===== config.mk =====
export PLATFORM = sky130hd
export DESIGN_NAME = adc_capture_ctrl_flat
export DESIGN_NICKNAME = d
export VERILOG_FILES = /design/src/rtl/adc_capture_ctrl_if.sv /design/src/rtl/adc_capture_ctrl.sv /design/src/flat_wrapper.sv
export SDC_FILE = /design/constraint.sdc
export NUM_CORES = 1
export LEC_CHECK = 0
export ABC_AREA = 0
export ABC_CLOCK_PERIOD_IN_PS = 3400
export BUFFER_PORTS_ARGS = -buffer_cell sky130_fd_sc_hd__clkbuf_2
export CAP_MARGIN = 20
export CORE_ASPECT_RATIO = 1.1
export CORE_UTILIZATION = 55
export CTS_BUF_LIST = sky130_fd_sc_hd__clkbuf_16
export DETAILED_ROUTE_END_ITERATION = 8
export PLACE_DENSITY = 0.77
export SYNTH_ARGS = -nofsm -noshare
export SYNTH_HDL_FRONTEND = slang
export SYNTH_SLANG_ARGS = --single-unit

===== constraint.sdc =====
create_clock -name clk -period 3.4 [get_ports clk]
set_clock_uncertainty 0.1 [all_clocks]
set_input_delay 0.17 -clock clk [delete_from_list [all_inputs] [get_ports clk]]
set_output_delay 0.17 -clock clk [all_outputs]
set_load 0.02 [all_outputs]

===== src/rtl/adc_capture_ctrl_if.sv =====
// Register port, ADC sample input and AXI-Stream master signals of adc_capture_ctrl.
// CAPTURE_TRIGGER_EN adds the synchronous trig input.
interface adc_capture_ctrl_if #(
    parameter int REG_AW = 4
);
    logic              reg_wr;
    logic [REG_AW-1:0] reg_addr;
    logic [31:0]       reg_wdata;
    logic              reg_rd;
    logic [31:0]       reg_rdata;
    logic              adc_valid;
    logic [15:0]       adc_data;
    logic [31:0]       m_axis_tdata;
    logic              m_axis_tvalid;
    logic              m_axis_tready;
    logic              m_axis_tlast;
    logic              irq_done;
`ifdef CAPTURE_TRIGGER_EN
    logic              trig;

    modport master (
        input  reg_wr, reg_addr, reg_wdata, reg_rd, adc_valid, adc_data, m_axis_tready, trig,
        output reg_rdata, m_axis_tdata, m_axis_tvalid, m_axis_tlast, irq_done
    );
    modport slave (
        output reg_wr, reg_addr, reg_wdata, reg_rd, adc_valid, adc_data, m_axis_tready, trig,
        input  reg_rdata, m_axis_tdata, m_axis_tvalid, m_axis_tlast, irq_done
    );
`else
    modport master (
        input  reg_wr, reg_addr, reg_wdata, reg_rd, adc_valid, adc_data, m_axis_tready,
        output reg_rdata, m_axis_tdata, m_axis_tvalid, m_axis_tlast, irq_done
    );
    modport slave (
        output reg_wr, reg_addr, reg_wdata, reg_rd, adc_valid, adc_data, m_axis_tready,
        input  reg_rdata, m_axis_tdata, m_axis_tvalid, m_axis_tlast, irq_done
    );
`endif
endinterface


===== src/rtl/adc_capture_ctrl.sv =====
// Packs 16-bit ADC samples into 32-bit AXI-Stream beats for a DMA S2MM packet of SIZE bytes.
// Optional CAPTURE_TRIGGER_EN: START arms the block and the first trig rising edge begins capture.
module adc_capture_ctrl #(
    parameter int SIZE_W = 32,
    parameter int REG_AW = 4
) (
    input logic               clk,
    input logic               resetn,
    adc_capture_ctrl_if.master bus
);
    localparam int CW = SIZE_W - 2;

    typedef enum logic [2:0] {
        S_IDLE,
        S_CAPTURE,
        S_DRAIN,
        S_FLUSH
`ifdef CAPTURE_TRIGGER_EN
        , S_ARMED
`endif
    } state_t;

    state_t            state_q, state_d;
    logic [SIZE_W-1:0] size_q, size_d;
    logic [CW-1:0]     beat_q, beat_d;
    logic [CW-1:0]     count_q, count_d;
    logic [15:0]       half_q, half_d;
    logic              half_vld_q, half_vld_d;
    logic [31:0]       tdata_q, tdata_d;
    logic              tvalid_q, tvalid_d;
    logic              tlast_q, tlast_d;
    logic              done_q, done_d;
    logic              ovf_q, ovf_d;
    logic              szerr_q, szerr_d;
    logic              irq_q, irq_d;
    logic [31:0]       rdata_q, rdata_d;
`ifdef CAPTURE_TRIGGER_EN
    logic              trig_q, trig_d;
`endif

    logic          wr_ctrl, start_cmd, abort_cmd, handshake, busy, armed;
    logic [CW-1:0] nbeats;
    logic [31:0]   status;

    assign nbeats    = size_q[SIZE_W-1:2];
    assign wr_ctrl   = bus.reg_wr && (bus.reg_addr == REG_AW'(0));
    assign abort_cmd = wr_ctrl && bus.reg_wdata[1];
    assign start_cmd = wr_ctrl && bus.reg_wdata[0] && !bus.reg_wdata[1];
    assign handshake = tvalid_q && bus.m_axis_tready;
    assign busy      = (state_q != S_IDLE);
`ifdef CAPTURE_TRIGGER_EN
    assign armed     = (state_q == S_ARMED);
`else
    assign armed     = 1'b0;
`endif
    assign status    = {27'd0, armed, szerr_q, ovf_q, done_q, busy};

    always_comb begin
        state_d    = state_q;
        size_d     = size_q;
        beat_d     = beat_q;
        count_d    = count_q;
        half_d     = half_q;
        half_vld_d = half_vld_q;
        tdata_d    = tdata_q;
        tvalid_d   = tvalid_q;
        tlast_d    = tlast_q;
        done_d     = done_q;
        ovf_d      = ovf_q;
        szerr_d    = szerr_q;
        irq_d      = 1'b0;
        rdata_d    = 32'd0;
`ifdef CAPTURE_TRIGGER_EN
        trig_d     = bus.trig;
`endif

        if (handshake) begin
            tvalid_d = 1'b0;
            tlast_d  = 1'b0;
            if (count_q != '1) count_d = count_q + CW'(1);
        end

        // SIZE is frozen while a packet is in flight, so size_q doubles as the latched N.
        if (bus.reg_wr && (bus.reg_addr == REG_AW'(8)) && (state_q == S_IDLE))
            size_d = bus.reg_wdata[SIZE_W-1:0];

        case (state_q)
            S_IDLE: begin
                if (start_cmd) begin
                    done_d = 1'b0;
                    ovf_d  = 1'b0;
                    if (nbeats == '0) begin
                        szerr_d = 1'b1;
                    end else begin
                        szerr_d    = 1'b0;
                        count_d    = '0;
                        beat_d     = '0;
                        half_vld_d = 1'b0;
`ifdef CAPTURE_TRIGGER_EN
                        state_d    = S_ARMED;
`else
                        state_d    = S_CAPTURE;
`endif
                    end
                end
            end
`ifdef CAPTURE_TRIGGER_EN
            S_ARMED: begin
                if (abort_cmd)                  state_d = S_IDLE;
                else if (bus.trig && !trig_q)   state_d = S_CAPTURE;
            end
`endif
            S_CAPTURE, S_DRAIN: begin
                if (abort_cmd) begin
                    // A stalled beat is closed with tlast so the DMA still sees a framed packet.
                    half_vld_d = 1'b0;
                    if (tvalid_q && !bus.m_axis_tready) begin
                        tlast_d = 1'b1;
                        state_d = S_FLUSH;
                    end else begin
                        state_d = S_IDLE;
                    end
                end else if (state_q == S_CAPTURE) begin
                    if (bus.adc_valid) begin
                        if (!half_vld_q) begin
                            half_d     = bus.adc_data;
                            half_vld_d = 1'b1;
                        end else begin
                            half_vld_d = 1'b0;
                            if (!tvalid_q || bus.m_axis_tready) begin
                                tdata_d  = {bus.adc_data, half_q};
                                tvalid_d = 1'b1;
                                tlast_d  = (beat_q == nbeats - CW'(1));
                                beat_d   = beat_q + CW'(1);
                                if (beat_q == nbeats - CW'(1)) state_d = S_DRAIN;
                            end else begin
                                ovf_d = 1'b1;
                            end
                        end
                    end
                end else if (handshake) begin
                    done_d  = 1'b1;
                    irq_d   = 1'b1;
                    state_d = S_IDLE;
                end
            end
            S_FLUSH: begin
                if (handshake) state_d = S_IDLE;
            end
            default: state_d = S_IDLE;
        endcase

        if (bus.reg_rd) begin
            case (bus.reg_addr)
                REG_AW'(4):  rdata_d = status;
                REG_AW'(8):  rdata_d = 32'(size_q);
                REG_AW'(12): rdata_d = 32'(count_q);
                default:     rdata_d = 32'd0;
            endcase
        end
    end

    always_ff @(posedge clk or negedge resetn) begin
        if (!resetn) begin
            state_q    <= S_IDLE;
            size_q     <= '0;
            beat_q     <= '0;
            count_q    <= '0;
            half_q     <= '0;
            half_vld_q <= 1'b0;
            tdata_q    <= '0;
            tvalid_q   <= 1'b0;
            tlast_q    <= 1'b0;
            done_q     <= 1'b0;
            ovf_q      <= 1'b0;
            szerr_q    <= 1'b0;
            irq_q      <= 1'b0;
            rdata_q    <= '0;
`ifdef CAPTURE_TRIGGER_EN
            trig_q     <= 1'b0;
`endif
        end else begin
            state_q    <= state_d;
            size_q     <= size_d;
            beat_q     <= beat_d;
            count_q    <= count_d;
            half_q     <= half_d;
            half_vld_q <= half_vld_d;
            tdata_q    <= tdata_d;
            tvalid_q   <= tvalid_d;
            tlast_q    <= tlast_d;
            done_q     <= done_d;
            ovf_q      <= ovf_d;
            szerr_q    <= szerr_d;
            irq_q      <= irq_d;
            rdata_q    <= rdata_d;
`ifdef CAPTURE_TRIGGER_EN
            trig_q     <= trig_d;
`endif
        end
    end

    assign bus.reg_rdata     = rdata_q;
    assign bus.m_axis_tdata  = tdata_q;
    assign bus.m_axis_tvalid = tvalid_q;
    assign bus.m_axis_tlast  = tlast_q;
    assign bus.irq_done      = irq_q;

endmodule


===== src/flat_wrapper.sv =====
// flat-port wrapper written by rule: the top's interface ports become plain ports
module adc_capture_ctrl_flat 
#(
    parameter int SIZE_W = 32,
    parameter int REG_AW = 4
)
  (clk, resetn, bus_reg_wr, bus_reg_addr, bus_reg_wdata, bus_reg_rd, bus_adc_valid, bus_adc_data, bus_m_axis_tready, bus_reg_rdata, bus_m_axis_tdata, bus_m_axis_tvalid, bus_m_axis_tlast, bus_irq_done);
  adc_capture_ctrl_if #(.REG_AW(REG_AW)) bus_i ();
  input logic clk;
  input logic resetn;
  input wire logic [$bits(bus_i.reg_wr)-1:0] bus_reg_wr;
  input wire logic [$bits(bus_i.reg_addr)-1:0] bus_reg_addr;
  input wire logic [$bits(bus_i.reg_wdata)-1:0] bus_reg_wdata;
  input wire logic [$bits(bus_i.reg_rd)-1:0] bus_reg_rd;
  input wire logic [$bits(bus_i.adc_valid)-1:0] bus_adc_valid;
  input wire logic [$bits(bus_i.adc_data)-1:0] bus_adc_data;
  input wire logic [$bits(bus_i.m_axis_tready)-1:0] bus_m_axis_tready;
  output wire logic [$bits(bus_i.reg_rdata)-1:0] bus_reg_rdata;
  output wire logic [$bits(bus_i.m_axis_tdata)-1:0] bus_m_axis_tdata;
  output wire logic [$bits(bus_i.m_axis_tvalid)-1:0] bus_m_axis_tvalid;
  output wire logic [$bits(bus_i.m_axis_tlast)-1:0] bus_m_axis_tlast;
  output wire logic [$bits(bus_i.irq_done)-1:0] bus_irq_done;
  assign bus_i.reg_wr = bus_reg_wr;
  assign bus_i.reg_addr = bus_reg_addr;
  assign bus_i.reg_wdata = bus_reg_wdata;
  assign bus_i.reg_rd = bus_reg_rd;
  assign bus_i.adc_valid = bus_adc_valid;
  assign bus_i.adc_data = bus_adc_data;
  assign bus_i.m_axis_tready = bus_m_axis_tready;
  assign bus_reg_rdata = bus_i.reg_rdata;
  assign bus_m_axis_tdata = bus_i.m_axis_tdata;
  assign bus_m_axis_tvalid = bus_i.m_axis_tvalid;
  assign bus_m_axis_tlast = bus_i.m_axis_tlast;
  assign bus_irq_done = bus_i.irq_done;
  adc_capture_ctrl #(.SIZE_W(SIZE_W), .REG_AW(REG_AW)) u_core (.clk(clk), .resetn(resetn), .bus(bus_i));
endmodule

After elaboration in Yosys (flattened, before gate mapping)
Cells that the tools add are included.
{"block": "totals", "register_bits": 182, "output_inout_bits": 67, "elab_cells": 133, "in_bits": 58}
{"block": "classes", "reduce_logical": 26, "bitwise": 2, "n_addsub": 3, "n_mux": 64, "eq_ne": 24}
{"operator": "two-way mux 30 bit", "count": 12}
{"operator": "case mux 32 bit (3 select lines)", "count": 1}
{"operator": "adder 30 x 1 -> 30 bit, second input constant", "count": 2}
{"operator": "case mux 30 bit (2 select lines)", "count": 1}
{"operator": "two-way mux 1 bit", "count": 35}
{"operator": "two-way mux 32 bit", "count": 1}
{"operator": "equality test 30 bit", "count": 1}
{"operator": "zero test 30 bit", "count": 1}
{"operator": "inequality test 30 bit, second input constant", "count": 1}
{"operator": "subtractor 30 x 1 -> 30 bit, second input constant", "count": 1}
{"operator": "two-way mux 3 bit", "count": 9}
{"operator": "AND reduction 5 bit", "count": 3}
{"operator": "inequality test 4 x 3 -> 1 bit, second input constant", "count": 3}
{"operator": "AND reduction 6 bit", "count": 2}
{"operator": "inequality test 2 x 1 -> 1 bit, second input constant", "count": 5}
{"operator": "inequality test 2 bit, second input constant", "count": 5}
{"operator": "case mux 3 bit (3 select lines)", "count": 1}
{"operator": "equality test 4 bit, second input constant", "count": 2}
{"operator": "logical AND 1 bit", "count": 8}
{"operator": "AND reduction 8 bit", "count": 1}
{"operator": "AND reduction 7 bit", "count": 1}
{"operator": "equality test 3 x 2 -> 1 bit, second input constant", "count": 2}
{"operator": "case mux 1 bit (2 select lines)", "count": 3}
{"operator": "equality test 4 x 3 -> 1 bit, second input constant", "count": 1}
{"operator": "14 further kinds", "count": 17}

Depth between registers and ports, before layout
{"block": "logic_depth", "ltp_word": 9, "ltp_mapped": 10}

Worst setup path before layout
OpenSTA, ideal clock, no wires.
{"block": "synth_path", "path_type": "register -> register", "from": "reg u_core.size_q[5]", "to": "reg u_core.state_q[0]", "required_time_ns": 3.169, "setup_time_ns": 0.131, "t_arrival_ns": 2.906, "slack_ns": 0.263, "path_stages_with_launch": 11, "n_path_buf": 2, "cell_sequence": "dfrtp_1 -> buf_2 -> or4_1 -> buf_2 -> xnor2_1 -> a2111o_1 -> nor4_1 -> nand4_2 -> a2111oi_4 -> a21oi_2 -> or3_1"}
{"block": "synth_via", "elab_chain_len": 4, "elab_cells_between_ends": 6, "classes_between": "add/sub: 1; eq/ne: 3; reduce/logical: 2"}
{"element": "from (decl)", "line": "adc_capture_ctrl.sv:24", "text": "logic [SIZE_W-1:0] size_q, size_d;"}
{"element": "from (signal assigned)", "line": "adc_capture_ctrl.sv:184", "text": "size_q <= size_d;"}
{"element": "subtractor 30 x 1 -> 30 bit", "line": "adc_capture_ctrl.sv:135", "text": "if (beat_q == nbeats - CW'(1)) state_d = S_DRAIN;"}
{"element": "equality test 30 bit", "line": "adc_capture_ctrl.sv:135"}
{"element": "inequality test 4 x 3 -> 1 bit (no line)"}
{"element": "AND reduction 6 bit (no line) *"}
{"element": "to (signal assigned)", "line": "adc_capture_ctrl.sv:183", "text": "state_q <= state_d;"}
{"element": "to (decl)", "line": "adc_capture_ctrl.sv:23", "text": "state_t state_q, state_d;"}
Every way passes the cells marked *; elsewhere a longest branch is shown, timed or not.
A chain may end at the register's enable or synchronous reset.

Worst setup path after layout
{"block": "layout_path", "from": "reg u_core.size_q[16]", "to": "reg u_core.state_q[0]"}
Same word-level chain as after synthesis.

==> run summary <==
status = finished clean
initial core utilization = 0.567
Avg Vias per Cell = 5.89
Skew-Pair Late Insertion Delay = 0.44 ns
RSZ-0062 raised after global routing = false
worst hold start = bus_reg_addr[2]
antenna viol nets, final = 0
Yosys reg bits = 182
asr flop ratio synth = 1.00
Die Area = 0.0168 sq mm
CTS tree = yes
Peak VDD IR = 0.380 mV
initial antenna violation count = 0
Reg area = 0.00455 sq mm
area leader, netlist = dfrtp_1
overall routed net length = 23.8 mm
slowest stage delay, CP = 0.58 ns
sequential element share of the synthesized area = 0.508
Root Buffer = clkbuf_16
Required @ worst endpoint = 3.62 ns
period utilisation layout = 0.950
Worst setup EP type = flop
# rows = 48
static leakage = 0.00526 uW
reg-to-reg startpoint = u_core.size_q[16]$_DFFE_PN0P_
dpl ws = 0.132 ns
ant diodes = 0
Max FO, Critical Path = 5
fraction of layout instances using a drive strength above 1 = 0.291
Top FF cell, synth = dfrtp_1
clock-pin slew on the worst setup and hold paths = 0.07 ns
die span in y = 136 microns
vias after detailed routing = 7259
Mapped Cells = 838
power density cells = 479 mW/mm^2
critical path's most frequent cell = nand4_1
htree depth = 4
All-Layer GR Usage = 0.300
crit path DAT = 3.45 ns
Yosys cell types = 69
Period minus WS final = 3.23 ns
# nets final = 1082
CTS Buffer Depth = 2
total negative slack = 0 ns
Die Wd = 124 microns
Overflow after GRT = 0
# setup viols final = 0
Final Max Slew Viols = 0
IO Port Bufs = 124
Ys Warns = 0
critical-path cell list = nor3_1 > nand4_1 > or4_1 > a211oi_2 > nand4_1 > a2111oi_4 > a21oi_2 > or3_1
global-route wire length before repair = 37.9 mm
final setup margin = 0.170 ns
EDFF count, synth = 0
CP Launch Type = flop
Worst Max-Slew Pin Slew = 1.07 ns
DR pass1 iterations = 5
I/O Pins = 125
P&R area growth vs syn = 23.5%
critical path's slowest cell = nor3_1
Max Cap Viol = 0
Final Wtd Congestion = 0.924
Multi-input gate area = 0.00418 sq mm
Worst Setup SP = u_core.size_q[16]$_DFFE_PN0P_
Yosys top cell area share = 0.508
worst min path class = in -> reg
Core Region = 0.0158 sq mm
relative slew slack = 0.287
post-DP HPWL = 16.3 mm
Synth Net Count = 900
Area contributors post-synth = dfrtp_1 (51%), mux2_2 (10%), xor2_1 (4.5%)
Sink Count = 182
drt wl/cell = 19.3 microns
TritonCTS Buffers = 17
Crit Path Class = reg -> reg
maximum clock frequency = 0.310 GHz
Detailed Route Iter0 Violations = 575
Hold Vio Cnt, Final = 0
number of global-route vias before repair = 7353
DRC viols = 0
Synth Cell Area = 0.00896 sq mm
Filler Cell Count = 1146
mean area per synthesized cell = 10.7 sq um
largest net degree at the start of global routing = 68
## cells in the mapped netlist, types with 6 or more instances
cell type  count
xnor2_1       41
xor2_1        46
a21oi_1       15
nor4_1        14
o21ai_0       20
nor2_1       105
dfrtp_1      182
nand3_1       32
or3_1          9
o211ai_1       6
or4_1          6
nand4_1       18
nand2_1       46
nor3_1        20
inv_1         15
mux2_2        83
a22oi_1       31
and3_1        16
a31oi_1        6
clkbuf_1      31
## registers in the layout, summed over array words and instances (netlist names)
signal,flops
u_core.bus.irq_done,1
u_core.bus.reg_rdata,32
u_core.half_q,16
u_core.bus.m_axis_tvalid,1
u_core.beat_q,30
u_core.szerr_q,1
u_core.size_q,32
u_core.half_vld_q,1
u_core.state_q,3
u_core.count_q,30
u_core.bus.m_axis_tdata,32
u_core.ovf_q,1
u_core.done_q,1
u_core.bus.m_axis_tlast,1
## layout by cell type, fill, tap and decap left out, drive strengths merged, types with 10 or more instances in the layout
master | synthesis | routed
dfrtp | 182 | 182
clkbuf | 32 | 140
nor2 | 106 | 106
mux2 | 83 | 83
dlygate4sd3 | 0 | 52
nand2 | 46 | 46
xor2 | 46 | 46
xnor2 | 41 | 41
nand3 | 32 | 32
a22oi | 31 | 31
buf | 11 | 31
inv | 15 | 22
and3 | 21 | 21
o21ai | 20 | 20
nor3 | 20 | 20
nand4 | 19 | 19
nor4 | 17 | 17
a21oi | 16 | 16
or3 | 10 | 10
## metrics by stage
| step | util | cell area [sq um] | hold WS, ns | std cells | power [uW] |
|---|---|---|---|---|---|
| 2_1_floorplan | - | 8960 | -0.226 | 838 | 2930 |
| 3_3_place_gp | 0.628 | 9910 | 0.115 | 1149 | 3200 |
| 3_5_place_dp | 0.628 | 9910 | 0.114 | 1149 | 3220 |
| 4_1_cts | 0.699 | 11000 | 0.0307 | 1233 | 5290 |
| 5_1_grt | 0.700 | 11100 | 0.0387 | 1233 | 5490 |
| 6_report | 0.700 | 11100 | 0.0636 | 1233 | 5300 |
## area by class of cell
| type | count | share of cell area |
|---|---|---|
| Clock inverter | 15 | 0.0170 |
| Sequential cell | 182 | 0.412 |
| Inverter | 15 | 0.00509 |
| Tap cell | 200 | 0.0226 |
| Multi-Input combinational cell | 598 | 0.378 |
| Timing Repair Buffer | 206 | 0.127 |
| Clock buffer | 17 | 0.0384 |
## metal layers
| layer | vias to the layer above | share of wire | track usage |
|---|---|---|---|
| met2 | 306 | 0.50 | 0.505 |
| met1 | 3558 | 0.40 | 0.365 |
| met5 | - | 0 | 0 |
| li1 | 3334 | - | - |
| met4 | 0 | 0.035 | 0.137 |
| met3 | 61 | 0.066 | 0.0654 |
## logic make-up (layout without fill, tap and decap cells)
family | after synthesis | after routing | share of synthesized area
XOR/XNOR | 87 | 87 | 0.0850
buffers and inverters | 58 | 253 | 0.0281
AO/OA/AOI/OAI | 107 | 107 | 0.0850
adder cells (fa/ha/maj) | 4 | 4 | 0.00559
AND/OR/NAND/NOR | 315 | 315 | 0.182
multiplexers | 84 | 84 | 0.105
flip-flops | 182 | 182 | 0.508
other | 1 | 1 | 0.000418
## worst max-delay path, delay by kind of cell, from the launching register on
family,cells,cell delay (ns)
AO/OA/AOI/OAI,3,0.74
flip-flops,1,0.44
AND/OR/NAND/NOR,5,1.82
## where the power goes
part,internal (uW),leakage [uW],switching [uW]
Clock,1120,0.000291,922
Combinational,404,0.00248,421
Sequential,2270,0.00248,169
## timing repair
item	CTS	global route
setup buffers	0	0
endpoints found under the setup margin	0	1
resized for setup	0	3
hold buffers	52	0
endpoints found under the hold margin	130	0
## final timing paths
path,end,slack (ns),depth (start not counted)
min in group asynchronous,u_core.beat_q[14]$_DFFE_PN0P_,0.21,2
worst max-delay path,u_core.state_q[0]$_DFFE_PN0P_,0.17,8
max in group asynchronous,u_core.count_q[29]$_DFF_PN0_,2.20,3
worst min register to register,u_core.szerr_q$_DFFE_PN0P_,0.39,2
worst min-delay path,u_core.bus.reg_rdata[0]$_DFF_PN0_,0.06,3
worst max register to register,u_core.state_q[0]$_DFFE_PN0P_,0.17,8
No activity file was read; power rests on OpenSTA's default activity.
